$ cat config.mk
export PLATFORM = sky130hd
export DESIGN_NAME = button_conditioner
export DESIGN_NICKNAME = d
export VERILOG_FILES = /design/src/rtl/button_pkg.sv /design/src/rtl/button_sync.sv /design/src/rtl/button_conditioner.sv
export SDC_FILE = /design/constraint.sdc
export NUM_CORES = 1
export LEC_CHECK = 0
export CAP_MARGIN = 5
export CORE_UTILIZATION = 40
export CTS_BUF_LIST = sky130_fd_sc_hd__clkbuf_16
export DETAILED_ROUTE_END_ITERATION = 8
export HOLD_SLACK_MARGIN = 0.06
export SYNTH_ARGS = -nofsm -noshare
export SYNTH_HDL_FRONTEND = slang
export SYNTH_HIERARCHICAL = 1
export SYNTH_SLANG_ARGS = --single-unit
$ cat constraint.sdc
create_clock -name clk -period 3.2 [get_ports clk]
set_input_delay 0.32 -clock clk [delete_from_list [all_inputs] [get_ports clk]]
set_output_delay 0.32 -clock clk [all_outputs]
set_load 0.1 [all_outputs]
$ cat src/rtl/button_pkg.sv
// Shared types and 50 MHz board-clock timing defaults for the push-button front end.
package button_pkg;

    typedef enum logic [1:0] {
        IDLE        = 2'd0,
        HOLD_DELAY  = 2'd1,
        HOLD_REPEAT = 2'd2
    } btn_state_t;

    // 20 ms debounce, 0.5 s to first repeat, then 10 repeats per second
    localparam int DEF_DEBOUNCE_CYCLES = 1_000_000;
    localparam int DEF_REPEAT_DELAY    = 25_000_000;
    localparam int DEF_REPEAT_PERIOD   = 5_000_000;

endpackage

$ cat src/rtl/button_sync.sv
// Two-flop synchronizer for an asynchronous board input; both stages reset to 0.
module button_sync (
    input  logic clk,
    input  logic rst,
    input  logic d,
    output logic q
);

    logic meta;

    always_ff @(posedge clk) begin
        if (rst) begin
            meta <= 1'b0;
            q    <= 1'b0;
        end else begin
            meta <= d;
            q    <= meta;
        end
    end

endmodule

$ cat src/rtl/button_conditioner.sv
// Synchronizes, debounces and pulse-encodes a raw push-button, with auto-repeat while held.
module button_conditioner
    import button_pkg::*;
#(
    parameter int DEBOUNCE_CYCLES = DEF_DEBOUNCE_CYCLES,
    parameter int REPEAT_DELAY    = DEF_REPEAT_DELAY,
    parameter int REPEAT_PERIOD   = DEF_REPEAT_PERIOD,
    parameter int ACTIVE_LOW      = 0
) (
    input  logic clk,
    input  logic rst,
    input  logic btn_in,
    output logic level,
    output logic press_pulse,
    output logic release_pulse,
    output logic repeat_pulse,
    output logic step
);

    localparam int DB_W   = $clog2(DEBOUNCE_CYCLES + 1);
    localparam int RP_MAX = (REPEAT_DELAY > REPEAT_PERIOD) ? REPEAT_DELAY : REPEAT_PERIOD;
    localparam int RP_W   = $clog2(RP_MAX + 1);

    localparam logic [DB_W-1:0] DB_LAST   = DB_W'(DEBOUNCE_CYCLES - 1);
    localparam logic [RP_W-1:0] DLY_LAST  = RP_W'((REPEAT_DELAY > 0) ? REPEAT_DELAY - 1 : 0);
    localparam logic [RP_W-1:0] PER_LAST  = RP_W'(REPEAT_PERIOD - 1);
    localparam bit              REPEAT_EN = (REPEAT_DELAY != 0);

    logic pin_norm;
    logic sync;

    assign pin_norm = (ACTIVE_LOW != 0) ? ~btn_in : btn_in;

    button_sync u_sync (
        .clk (clk),
        .rst (rst),
        .d   (pin_norm),
        .q   (sync)
    );

    logic [DB_W-1:0] db_cnt;
    logic            flip;
    logic            rise;
    logic            fall;

    assign flip = (sync != level) && (db_cnt == DB_LAST);
    assign rise = flip & ~level;
    assign fall = flip & level;

    // Any cycle of agreement between sync and level restarts the count
    always_ff @(posedge clk) begin
        if (rst) begin
            db_cnt <= '0;
            level  <= 1'b0;
        end else if (sync == level) begin
            db_cnt <= '0;
        end else if (flip) begin
            db_cnt <= '0;
            level  <= ~level;
        end else begin
            db_cnt <= db_cnt + DB_W'(1);
        end
    end

    btn_state_t      state;
    btn_state_t      state_next;
    logic [RP_W-1:0] rp_cnt;
    logic [RP_W-1:0] rp_next;
    logic            press_next;
    logic            release_next;
    logic            repeat_next;

    // A release checked before the repeat timeout so a coinciding timeout is dropped
    always_comb begin
        state_next   = state;
        rp_next      = rp_cnt;
        press_next   = 1'b0;
        release_next = 1'b0;
        repeat_next  = 1'b0;
        case (state)
            IDLE: begin
                if (rise) begin
                    press_next = 1'b1;
                    rp_next    = '0;
                    state_next = HOLD_DELAY;
                end
            end
            HOLD_DELAY: begin
                if (fall) begin
                    release_next = 1'b1;
                    rp_next      = '0;
                    state_next   = IDLE;
                end else if (REPEAT_EN && (rp_cnt == DLY_LAST)) begin
                    repeat_next = 1'b1;
                    rp_next     = '0;
                    state_next  = HOLD_REPEAT;
                end else if (REPEAT_EN) begin
                    rp_next = rp_cnt + RP_W'(1);
                end
            end
            HOLD_REPEAT: begin
                if (fall) begin
                    release_next = 1'b1;
                    rp_next      = '0;
                    state_next   = IDLE;
                end else if (rp_cnt == PER_LAST) begin
                    repeat_next = 1'b1;
                    rp_next     = '0;
                end else begin
                    rp_next = rp_cnt + RP_W'(1);
                end
            end
            default: begin
                state_next = IDLE;
                rp_next    = '0;
            end
        endcase
    end

    always_ff @(posedge clk) begin
        if (rst) begin
            state         <= IDLE;
            rp_cnt        <= '0;
            press_pulse   <= 1'b0;
            release_pulse <= 1'b0;
            repeat_pulse  <= 1'b0;
            step          <= 1'b0;
        end else begin
            state         <= state_next;
            rp_cnt        <= rp_next;
            press_pulse   <= press_next;
            release_pulse <= release_next;
            repeat_pulse  <= repeat_next;
            step          <= press_next | repeat_next;
        end
    end

endmodule

Word-level counts from Yosys, hierarchy flattened
Cells that the tools add are included.
{ "classes": {"n_addsub": 2, "bitwise_logic": 6, "eq_ne": 10, "n_reduce_logical": 7, "muxes": 19} }
{ "op_table": {"columns": ["op", "n"], "rows": [
  ["$mux 25", 5],
  ["$pmux 25 s3", 1],
  ["$add 25x1->25 const B", 1],
  ["$eq 25x23->1 const B", 1],
  ["$eq 25x25->1 const B", 1],
  ["$add 20x1->20 const B", 1],
  ["$eq 20x20->1 const B", 1],
  ["$mux 2", 4],
  ["$mux 1", 7],
  ["$pmux 2 s3", 1],
  ["$ne 2x2->1 const B", 2],
  ["$reduce_or 2->1", 2],
  ["$ne 3x3->1 const B", 1],
  ["$not 1->1", 3],
  ["$reduce_and 3->1", 1],
  ["$reduce_or 3->1", 1],
  ["$and 1x1->1", 2],
  ["$eq 2x1->1 const B", 1],
  ["$eq 2x2->1 const B", 1],
  ["$logic_not 2->1", 1],
  ["$pmux 1 s2", 1],
  ["$reduce_and 2->1", 1],
  ["$eq 1x1->1", 1],
  ["$logic_and 1x1->1", 1],
  ["2 further kinds", 2]
]} }
{ "word_totals": {"out_inout_bits": 5, "elab_cells": 54, "inputBits": 3, "ff_bits": 54} }

Longest topological paths before layout
Gate-level depths: netlist of run 1.
{ "logic_depth": {"ltp_word": 6, "depth_mapped": 9, "ltp_nobuf": 7} }

By module
Netlist of run 1, hierarchy kept.
{ "modules_own_cells": {"columns": ["module", "area_each_um2", "seq_area_each_um2", "cells_each", "instances"], "rows": [
  ["button_conditioner", 2539.9, 1041.0, 306, 1],
  ["button_sync", 52.6, 40.0, 4, 1]
]} }

Worst setup path after synthesis of run 1
OpenSTA, ideal clock, no wires.
{ "synth_path": {"kind": "register -> register", "start": "reg level", "end": "reg rp_cnt[17]", "stages_incl_launch_ff": 8, "slack_ps": 733, "synth_period_minus_slack_ps": 2467, "n_path_buf": 2, "arrival_ps": 2393, "required_time_ps": 3126, "setup_ps": 74, "path_cell_list": "dfxtp_1 -> xnor2_1 -> o31a_1 -> a211oi_2 -> buf_6 -> buf_6 -> nand2_1 -> a31oi_1"} }
{ "synth_via": {"elab_chain_cells": 5, "word_cells_on_any_way": 9, "classes_between": "eq/ne (2); mux (3); bitwise (3); reduce/logical (1)"} }
{ "synth_lines": {"columns": ["element", "line_no", "text"], "rows": [
  ["start: declaration", "button_conditioner.sv:13", "output logic level,"],
  ["start signal: assignment", "button_conditioner.sv:59", "level <= ~level;"],
  ["$ne 1x1->1", "button_conditioner.sv:46", "assign flip = (sync != level) && (db_cnt == DB_LAST);"],
  ["$logic_and 1x1->1", "button_conditioner.sv:46", null],
  ["$and 1x1->1", "button_conditioner.sv:48", "assign fall = flip & level;"],
  ["$mux 25, on equally long branches", "button_conditioner.sv:102, button_conditioner.sv:89", null],
  ["$pmux 25 s3", "button_conditioner.sv:80", "case (state)"],
  ["end signal: assignment", "button_conditioner.sv:130", "rp_cnt <= rp_next;"],
  ["end: declaration", "button_conditioner.sv:67", "logic [RP_W-1:0] rp_cnt;"]
]} }
Parallel ways exist; a longest one is shown, timed or not.
A chain may end at the register's enable or synchronous reset.

Worst setup path in the final report of run 1
{ "layout_path": {"start": "reg rp_cnt[12]", "end": "reg rp_cnt[10]"} }
{ "layout_via": {"elab_chain_cells": 4, "word_cells_on_any_way": 7, "classes_between": "eq/ne (2); mux (5)"} }
{ "layout_lines": {"columns": ["element", "line_no"], "rows": [
  ["$eq 25x23->1 or $eq 25x25->1 (tied branches)", "button_conditioner.sv:106, button_conditioner.sv:93"],
  ["$mux 25, on equally long branches", "button_conditioner.sv:106, button_conditioner.sv:93"],
  ["$mux 25, on equally long branches", "button_conditioner.sv:102, button_conditioner.sv:89"],
  ["$pmux 25 s3 *", "button_conditioner.sv:80"]
]} }
Mark *: on every way between the ends. The rest lies on a longest branch, timed or not.

==> run summary, run 1 <==
status: completed
syn_nets: 318
layout cells sized above 1: 0.0413
H-tree Lvls: 2
routed wire length: 5.22 mm
Global Route Usage Sum: 0.173
vias: 2,193
CTS max path bufs: 2
fin nets: 322
uppermost routed layer: met4
first-pass GRT wire length: 9.04 mm
delay-heaviest family, CP: simple AND/OR/NAND/NOR gates
die outline height: 82.5 um
sequential-to-total area share from yosys stat: 0.417
WP buf/inv: 1
Leakage: 0.927 nW
Max Fanout on Critical Path: 44
port buffer count: 7
number of synthesized flops with an enable pin: 0
clock sinks: 54
Cell Rows: 28
DP HPWL: 3.60 mm
Post-CTS Setup Repair Bufs: 0
detailed-route DRC error count: 0
Yosys cell types: 43
DR WL met3: 136 um
VDD IR max: 0.286 mV
Final Cycle Share: 0.791
DIE AREA: 6810 um2
vias in the first global route: 1,968
max-cap viol count: 0
worst hold stages: 1
Post-Syn Area: 2590 um2
Clock Skew: 0.00602 ns
Yosys reg bits: 54
initial antenna violation count: 0
CP Depth: 7
ys flop type: dfxtp_1
Required @ worst endpoint: 3.35 ns
Pins Over Slew Limit: 0
area grow syn2layout: 12.1%
Avg Inst Size Synth: 8.36 um2
slowest cell delay on critical path: 0.52 ns
setup TNS: 0 ns
Final Hold Slack: 0.454 ns
drt pass-1 iters: 4
final setup fails: 0
M1 WL: 2.73 mm
Fin. Hold Viols: 0
# hold bufs at CTS: 0
CTS clk-pin slew, worst paths: 0.07 ns
CP Class: flip-flop to flip-flop
top cell type's share of synthesized area: 0.417
commonest non-fill, non-tap cell in the layout: dfxtp_1
wire per inst: 13.4 um
pwr dens: 476 nW/um2
Die Width: 82.5 um
RSZ-0062 raised after global routing: no
ANT nets after route: 0
routed vias/inst: 5.62
f_max: 395 MHz
worst skew pair latency: 0.29 ns
slowest stage cell, crit path: or4_1
root buf cell: clkbuf_16
met2 WL: 2.28 mm
CTS tree: built
post-cts resize count: 0
Final min period: 2.53 ns
Sequential cell area: 1080 um2
diode count: 0
Crit path top cell by count: or4_1
Critical Path Source Type: flip-flop
CP arrival: 2.68 ns
Mapped Cells: 310
worst slew pin tran: 0.967 ns
Register-to-Register Path Depth: 7
YS warnings: 6
post-layout util: 0.477
most frequent cells in the layout: 54 x dfxtp_1, 32 x nand2_1, 31 x nor2_1
worst-path cell chain: or4_1, or4_1, o41ai_2, a211oi_4, buf_4, a41oi_1, a31oi_1
Top-Level Pins: 8
grt total ovfl: 0
Area contributors post-synth: dfxtp_1 42%, nand2_1 4.6%, nor2_1 4.5%
Starting Density: 0.425
min-delay worst type: flip-flop to flip-flop
GPL Wtd Cong: 0.755
Iter 0 DRT Violations: 130
Filler cells: 599
asr flop ratio synth: 0
max_slew headroom: 0.353
Synth area leader: dfxtp_1
TritonCTS Buffers: 5
Core ar.: 6100 um2
largest net degree at the start of global routing: 45
Worst setup EP type: flip-flop
area of the multi-input gates: 1430 um2
==> worst paths after layout <==
check                          start  slack [ns]                      end
max          rp_cnt[12]$_SDFFE_PP0P_        0.67  rp_cnt[10]$_SDFFE_PP0P_
max reg2reg  rp_cnt[12]$_SDFFE_PP0P_        0.67  rp_cnt[10]$_SDFFE_PP0P_
min reg2reg   u_sync/meta$_SDFF_PP0_        0.45      u_sync/q$_SDFF_PP0_
min           u_sync/meta$_SDFF_PP0_        0.45      u_sync/q$_SDFF_PP0_
==> power breakdown <==
| group | switching (mW) | leakage [nW] | internal, mW |
|---|---|---|---|
| logic | 0.0119 | 0.401 | 0.00636 |
| registers | 0.00120 | 0.435 | 0.673 |
| clock network | 0.243 | 0.0915 | 0.446 |
| total | 0.256 | 0.927 | 1.13 |
==> cell usage after synthesis (2+ instances only) <==
master and number:
and3_1 7, mux2i_1 2, and4b_1 2, o31a_1 2
or4_1 4, o21ai_0 7, buf_2 2, nand3_1 18
nand2b_1 6, nor2b_1 3, clkbuf_1 7, o2bb2ai_1 2
and2_1 5, or3_1 2, o21ai_1 2, inv_1 8
nor3_1 7, xor2_1 13, a21oi_1 22, and4_1 3
a22o_1 3, ha_1 5, xnor2_1 7, nand4_1 13
nor2_1 31, buf_6 2, nand2_1 32, nor4_1 5
dfxtp_1 54, nor4b_1 4, a31oi_1 18
==> cells by family (layout without fill, tap and decap cells) <==
group | after synthesis | after routing | synth area share
simple gates | 144 | 144 | 0.287
compound gates | 64 | 64 | 0.156
flops | 54 | 54 | 0.417
xor+xnor | 20 | 20 | 0.0676
buf+inv | 20 | 25 | 0.0357
fa+ha+maj | 5 | 5 | 0.0241
mux | 3 | 3 | 0.0121
==> metal layers <==
layer / up-vias / track usage
met3: 7 / 0.0330
met2: 27 / 0.269
met5: - / 0
li1: 1131 / -
met1: 1028 / 0.238
met4: 0 / 0.0586
==> metrics by stage <==
stage	instances	setup slack (ns)	instance area [um2]	total power, mW
after floorplan	310	0.733	2590	0.701
after global placement	382	0.755	2720	0.708
after detailed placement	382	0.721	2720	0.708
after CTS	390	0.682	2910	1.40
after global routing	390	0.450	2910	1.42
final	390	0.668	2910	1.38
==> registers in the layout (all words and copies together), names as in the netlist <==
name,flops
rp_cnt,25
repeat_pulse,1
release_pulse,1
press_pulse,1
u_sync/q,1
step,1
level,1
u_sync/meta,1
state,2
db_cnt,20
==> layout make-up <==
class,instances,area share
repair buffers,9,0.0293
multi-input cells,236,0.491
flip-flops and latches,54,0.372
well taps,75,0.0323
clock buffers,5,0.0431
inverters,8,0.0103
clock inverters,3,0.0220
==> worst register-to-register path, stage by stage (launching register included) <==
cell	delay (ns)
dfxtp_1	0.35
or4_1	0.52
or4_1	0.46
o41ai_2	0.34
a211oi_4	0.10
buf_4	0.29
a41oi_1	0.28
a31oi_1	0.05
No activity file was read; power rests on OpenSTA's default activity.
==> run 2: changes to the inputs <==
- clock period: 3.2 -> 2.03 ns (I/O delays scaled with it)
==> run summary, run 2 (same netlist as run 1, synthesis figures left out) <==
status: finished, violations left
failing checks: negative setup slack
clock sinks: 54
Leakage: 1.28 nW
worst skew pair latency: 0.29 ns
die outline height: 82.5 um
worst-path cell chain: or4_1, or4_4, o41ai_4, a211oi_4, buf_6, mux2_2
Pins Over Slew Limit: 0
Critical Path Source Type: flip-flop
largest net degree at the start of global routing: 21
Filler cells: 550
Top-Level Pins: 8
vias in the first global route: 2,178
root buf cell: clkbuf_16
Post-Place Worst Slack: -0.225 ns
Final Cycle Share: 1.12
Die Width: 82.5 um
biggest regs: rp_cnt: 25 flops, db_cnt: 20 flops, state: 2 flops
CTS max path bufs: 2
Worst setup EP type: flip-flop
slowest cell delay on critical path: 0.51 ns
Top reg by flops: rp_cnt
max-cap viol count: 0
delay-heaviest family, CP: simple AND/OR/NAND/NOR gates
first-pass GRT wire length: 10.0 mm
Cell Rows: 28
DIE AREA: 6810 um2
diode count: 0
detailed-route DRC error count: 0
CTS clk-pin slew, worst paths: 0.07 ns
worst slew pin tran: 0.545 ns
CP arrival: 2.44 ns
WP buf/inv: 1
f_max: 441 MHz
Final Hold Slack: 0.450 ns
Required @ worst endpoint: 2.21 ns
grt total ovfl: 0
Starting Density: 0.425
VDD IR max: 0.371 mV
TritonCTS Buffers: 5
DP HPWL: 4.28 mm
vias: 2,431
min-delay worst type: flip-flop to flip-flop
final setup fails: 25
area grow syn2layout: 36.1%
fin nets: 386
Final min period: 2.27 ns
Core ar.: 6100 um2
Global Route Usage Sum: 0.191
CP Class: flip-flop to flip-flop
wire per inst: 13.7 um
initial antenna violation count: 0
drt pass-1 iters: 4
final worst-path setup slack: -0.235 ns
most frequent cells in the layout: 63 x buf_4, 50 x dfxtp_1, 32 x nand2_1
Fin. Hold Viols: 0
Iter 0 DRT Violations: 103
RSZ-0062 raised after global routing: yes
pwr dens: 548 nW/um2
GPL Wtd Cong: 0.781
routed vias/inst: 5.35
Cell Count, Final, Fillers Out: 454
commonest non-fill, non-tap cell in the layout: buf_4
Clock Skew: 0.00603 ns
Max Fanout on Critical Path: 7
layout cells sized above 1: 0.301
port buffer count: 7
placed cells: 444
max_slew headroom: 0.634
# hold bufs at CTS: 0
post-layout util: 0.579
max FFs per register: 25
H-tree Lvls: 2
routed wire length: 6.22 mm
CTS tree: built
slowest stage cell, crit path: or4_1
ANT nets after route: 0
run 2: routing by layer:
layer | global-route usage | share of wire
met4 | 0.0466 | 0.0055
met2 | 0.306 | 0.46
met5 | 0 | 0
met1 | 0.265 | 0.51
met3 | 0.0363 | 0.026
run 2: stage by stage:
stage	cell area, um2	TNS, ns	power, mW
3_3_place_gp	3220	-3.01	1.13
2_1_floorplan	2620	-3.27	1.10
5_1_grt	3530	-5.98	1.99
4_1_cts	3400	-3.96	1.96
3_5_place_dp	3220	-3.89	1.13
6_report	3530	-4.17	1.93
run 2: area by class of cell:
class | instances | area [um2] | share of cell area
Timing Repair Buffer | 73 | 609 | 0.173
Multi-Input combinational cell | 236 | 1570 | 0.444
Clock inverter | 3 | 16.3 | 0.00461
Tap cell | 75 | 93.8 | 0.0266
Clock buffer | 5 | 125 | 0.0355
Inverter | 8 | 30.0 | 0.00851
Sequential cell | 54 | 1090 | 0.308
run 2: report_power, final:
part / internal [mW] / switching (mW)
Combinational: 0.0204 / 0.0222
Clock: 0.451 / 0.376
Sequential: 1.06 / 0.00210
run 2: final timing paths:
check / startpoint / endpoint / slack [ns] / depth (start not counted)
min: u_sync/meta$_SDFF_PP0_ / u_sync/q$_SDFF_PP0_ / 0.45 / 1
max: rp_cnt[12]$_SDFFE_PP0P_ / rp_cnt[0]$_SDFFE_PP0P_ / -0.24 / 6
max reg2reg: rp_cnt[12]$_SDFFE_PP0P_ / rp_cnt[0]$_SDFFE_PP0P_ / -0.24 / 6
min reg2reg: u_sync/meta$_SDFF_PP0_ / u_sync/q$_SDFF_PP0_ / 0.45 / 1
run 2: repair_timing:
| action | in CTS | in global routing |
|---|---|---|
| gates cloned | 0 | 1 |
| buffers inserted | 1 | 0 |
| pin swaps | 5 | 7 |
| setup endpoints to repair | 25 | 48 |
| resized for setup | 5 | 34 |
==> run 3: changes to the inputs <==
- CORE_MARGIN: unset -> 8
- clock period: 2.03 -> 1.95 ns (I/O delays scaled with it)
==> run summary, run 3 (same netlist as run 1, synthesis figures left out) <==
status: finished, violations left
failing checks: negative setup slack
largest net degree at the start of global routing: 18
routed wire length: 6.57 mm
Final min period: 2.26 ns
pwr dens: 582 nW/um2
Core ar.: 6310 um2
Register-to-Register Path Depth: 6
commonest non-fill, non-tap cell in the layout: buf_4
TritonCTS Buffers: 5
worst hold stages: 2
setup TNS: -6.27 ns
CTS max path bufs: 2
Post-Place Worst Slack: -0.315 ns
initial antenna violation count: 0
Leakage: 1.39 nW
clock share of power: 0.472
worst slew pin tran: 0.445 ns
DIE AREA: 9310 um2
met2 WL: 2.97 mm
root buf cell: clkbuf_16
fin nets: 403
layout cells sized above 1: 0.341
Filler cells: 567
min-delay worst type: input pin to flip-flop
post-layout util: 0.592
CP Class: flip-flop to flip-flop
routed vias/inst: 5.33
uppermost routed layer: met4
Switching Share: 0.204
Final Hold Slack: 0.444 ns
DR WL met3: 294 um
f_max: 443 MHz
diode count: 0
total net switching power: 444 uW
DP HPWL: 4.62 mm
M1 WL: 3.22 mm
Iter 0 DRT Violations: 145
Die Width: 96.5 um
VDD IR max: 0.348 mV
CTS tree: built
area grow syn2layout: 44.2%
Clock Skew: 0.00742 ns
drt pass-1 iters: 4
vias: 2,520
vias in the first global route: 2,261
port buffer count: 7
worst skew pair latency: 0.30 ns
Top-Level Pins: 8
Top reg by flops: rp_cnt
Pint: 1.73 mW
ANT nets after route: 0
max_slew headroom: 0.703
RSZ-0062 raised after global routing: yes
GPL Wtd Cong: 0.787
Max Fanout on Critical Path: 6
max-cap viol count: 0
Global Route Usage Sum: 0.143
max FFs per register: 25
# hold bufs at CTS: 0
Fin. Hold Viols: 0
Cell Rows: 29
CP arrival: 2.44 ns
Critical Path Source Type: flip-flop
Flop pwr share: 0.507
CTS clk-pin slew, worst paths: 0.07 ns
final worst-path setup slack: -0.308 ns
clock sinks: 54
combinational group share of total power: 0.020
first-pass GRT wire length: 10.5 mm
die outline height: 96.5 um
final setup fails: 26
Pins Over Slew Limit: 0
detailed-route DRC error count: 0
Starting Density: 0.411
Required @ worst endpoint: 2.13 ns
most frequent cells in the layout: 75 x buf_4, 47 x dfxtp_1, 32 x nand2_1
wire per inst: 13.9 um
Final Cycle Share: 1.16
biggest regs: rp_cnt: 25 flops, db_cnt: 20 flops, state: 2 flops
grt total ovfl: 0
H-tree Lvls: 2
Worst setup EP type: flip-flop
-- run 3: cell types whose count changed in the layout (fill, tap and decap cells not counted), moves of 2 or more --
| cell | delta |
|---|---|
| dfxtp_4 | +2 |
| nor4b_2 | -2 |
| o21ai_0 | -2 |
| a31oi_1 | -2 |
| buf_6 | +6 |
| nor4b_4 | +2 |
| a31oi_2 | +2 |
| o21ai_1 | +3 |
| dfxtp_1 | -3 |
| buf_4 | +12 |
-- run 3: path summary, 6_finish.rpt --
path	start	end	slack, ns
max	rp_cnt[12]$_SDFFE_PP0P_	rp_cnt[0]$_SDFFE_PP0P_	-0.31
min	btn_in	u_sync/meta$_SDFF_PP0_	0.44
max reg2reg	rp_cnt[12]$_SDFFE_PP0P_	rp_cnt[0]$_SDFFE_PP0P_	-0.31
min reg2reg	u_sync/meta$_SDFF_PP0_	u_sync/q$_SDFF_PP0_	0.47
-- run 3: repair_timing --
| item | in CTS | in global routing |
|---|---|---|
| buffers inserted | 0 | 3 |
| endpoints found under the setup margin | 27 | 48 |
| pin swaps | 6 | 14 |
| cloned | 0 | 1 |
| gates resized for setup | 13 | 42 |
-- run 3: power groups by stage --
stage               Sequential (mW)  Clock [mW]  Combinational, mW
floorplan                      1.13           0             0.0183
global placement               1.13           0             0.0409
detailed placement             1.13           0             0.0411
CTS                            1.11        1.05             0.0421
global route                   1.10        1.08             0.0481
finish                         1.10        1.03             0.0443
-- run 3: through the flow --
step	cells	power (mW)	instance area, um2
after floorplan	310	1.15	2620
after global placement	461	1.17	3330
after detailed placement	461	1.17	3330
after CTS	469	2.19	3550
after global routing	473	2.24	3740
final	473	2.18	3740
-- run 3: worst max-delay path, cell delays in order (launching register included) --
cell and delay [ns]:
dfxtp_2 0.32, or4_1 0.51, or4_4 0.45, o41ai_4 0.28
a211oi_4 0.17, buf_6 0.17, mux2_2 0.25
-- run 3: layout make-up --
| type | instances | area (um2) | share of cell area |
|---|---|---|---|
| timing repair buffer | 90 | 747 | 0.200 |
| clock inverter | 3 | 43.8 | 0.0117 |
| inverter | 8 | 30.0 | 0.00803 |
| multi-input combinational | 236 | 1600 | 0.428 |
| sequential | 54 | 1090 | 0.293 |
| clock buffer | 5 | 125 | 0.0335 |
| tap | 77 | 96.3 | 0.0258 |
-- run 3: metal layers --
| layer | up-vias | global-route usage |
|---|---|---|
| li1 | 1293 | - |
| met4 | 0 | 0.0504 |
| met2 | 43 | 0.226 |
| met5 | - | 0 |
| met3 | 5 | 0.0325 |
| met1 | 1179 | 0.185 |
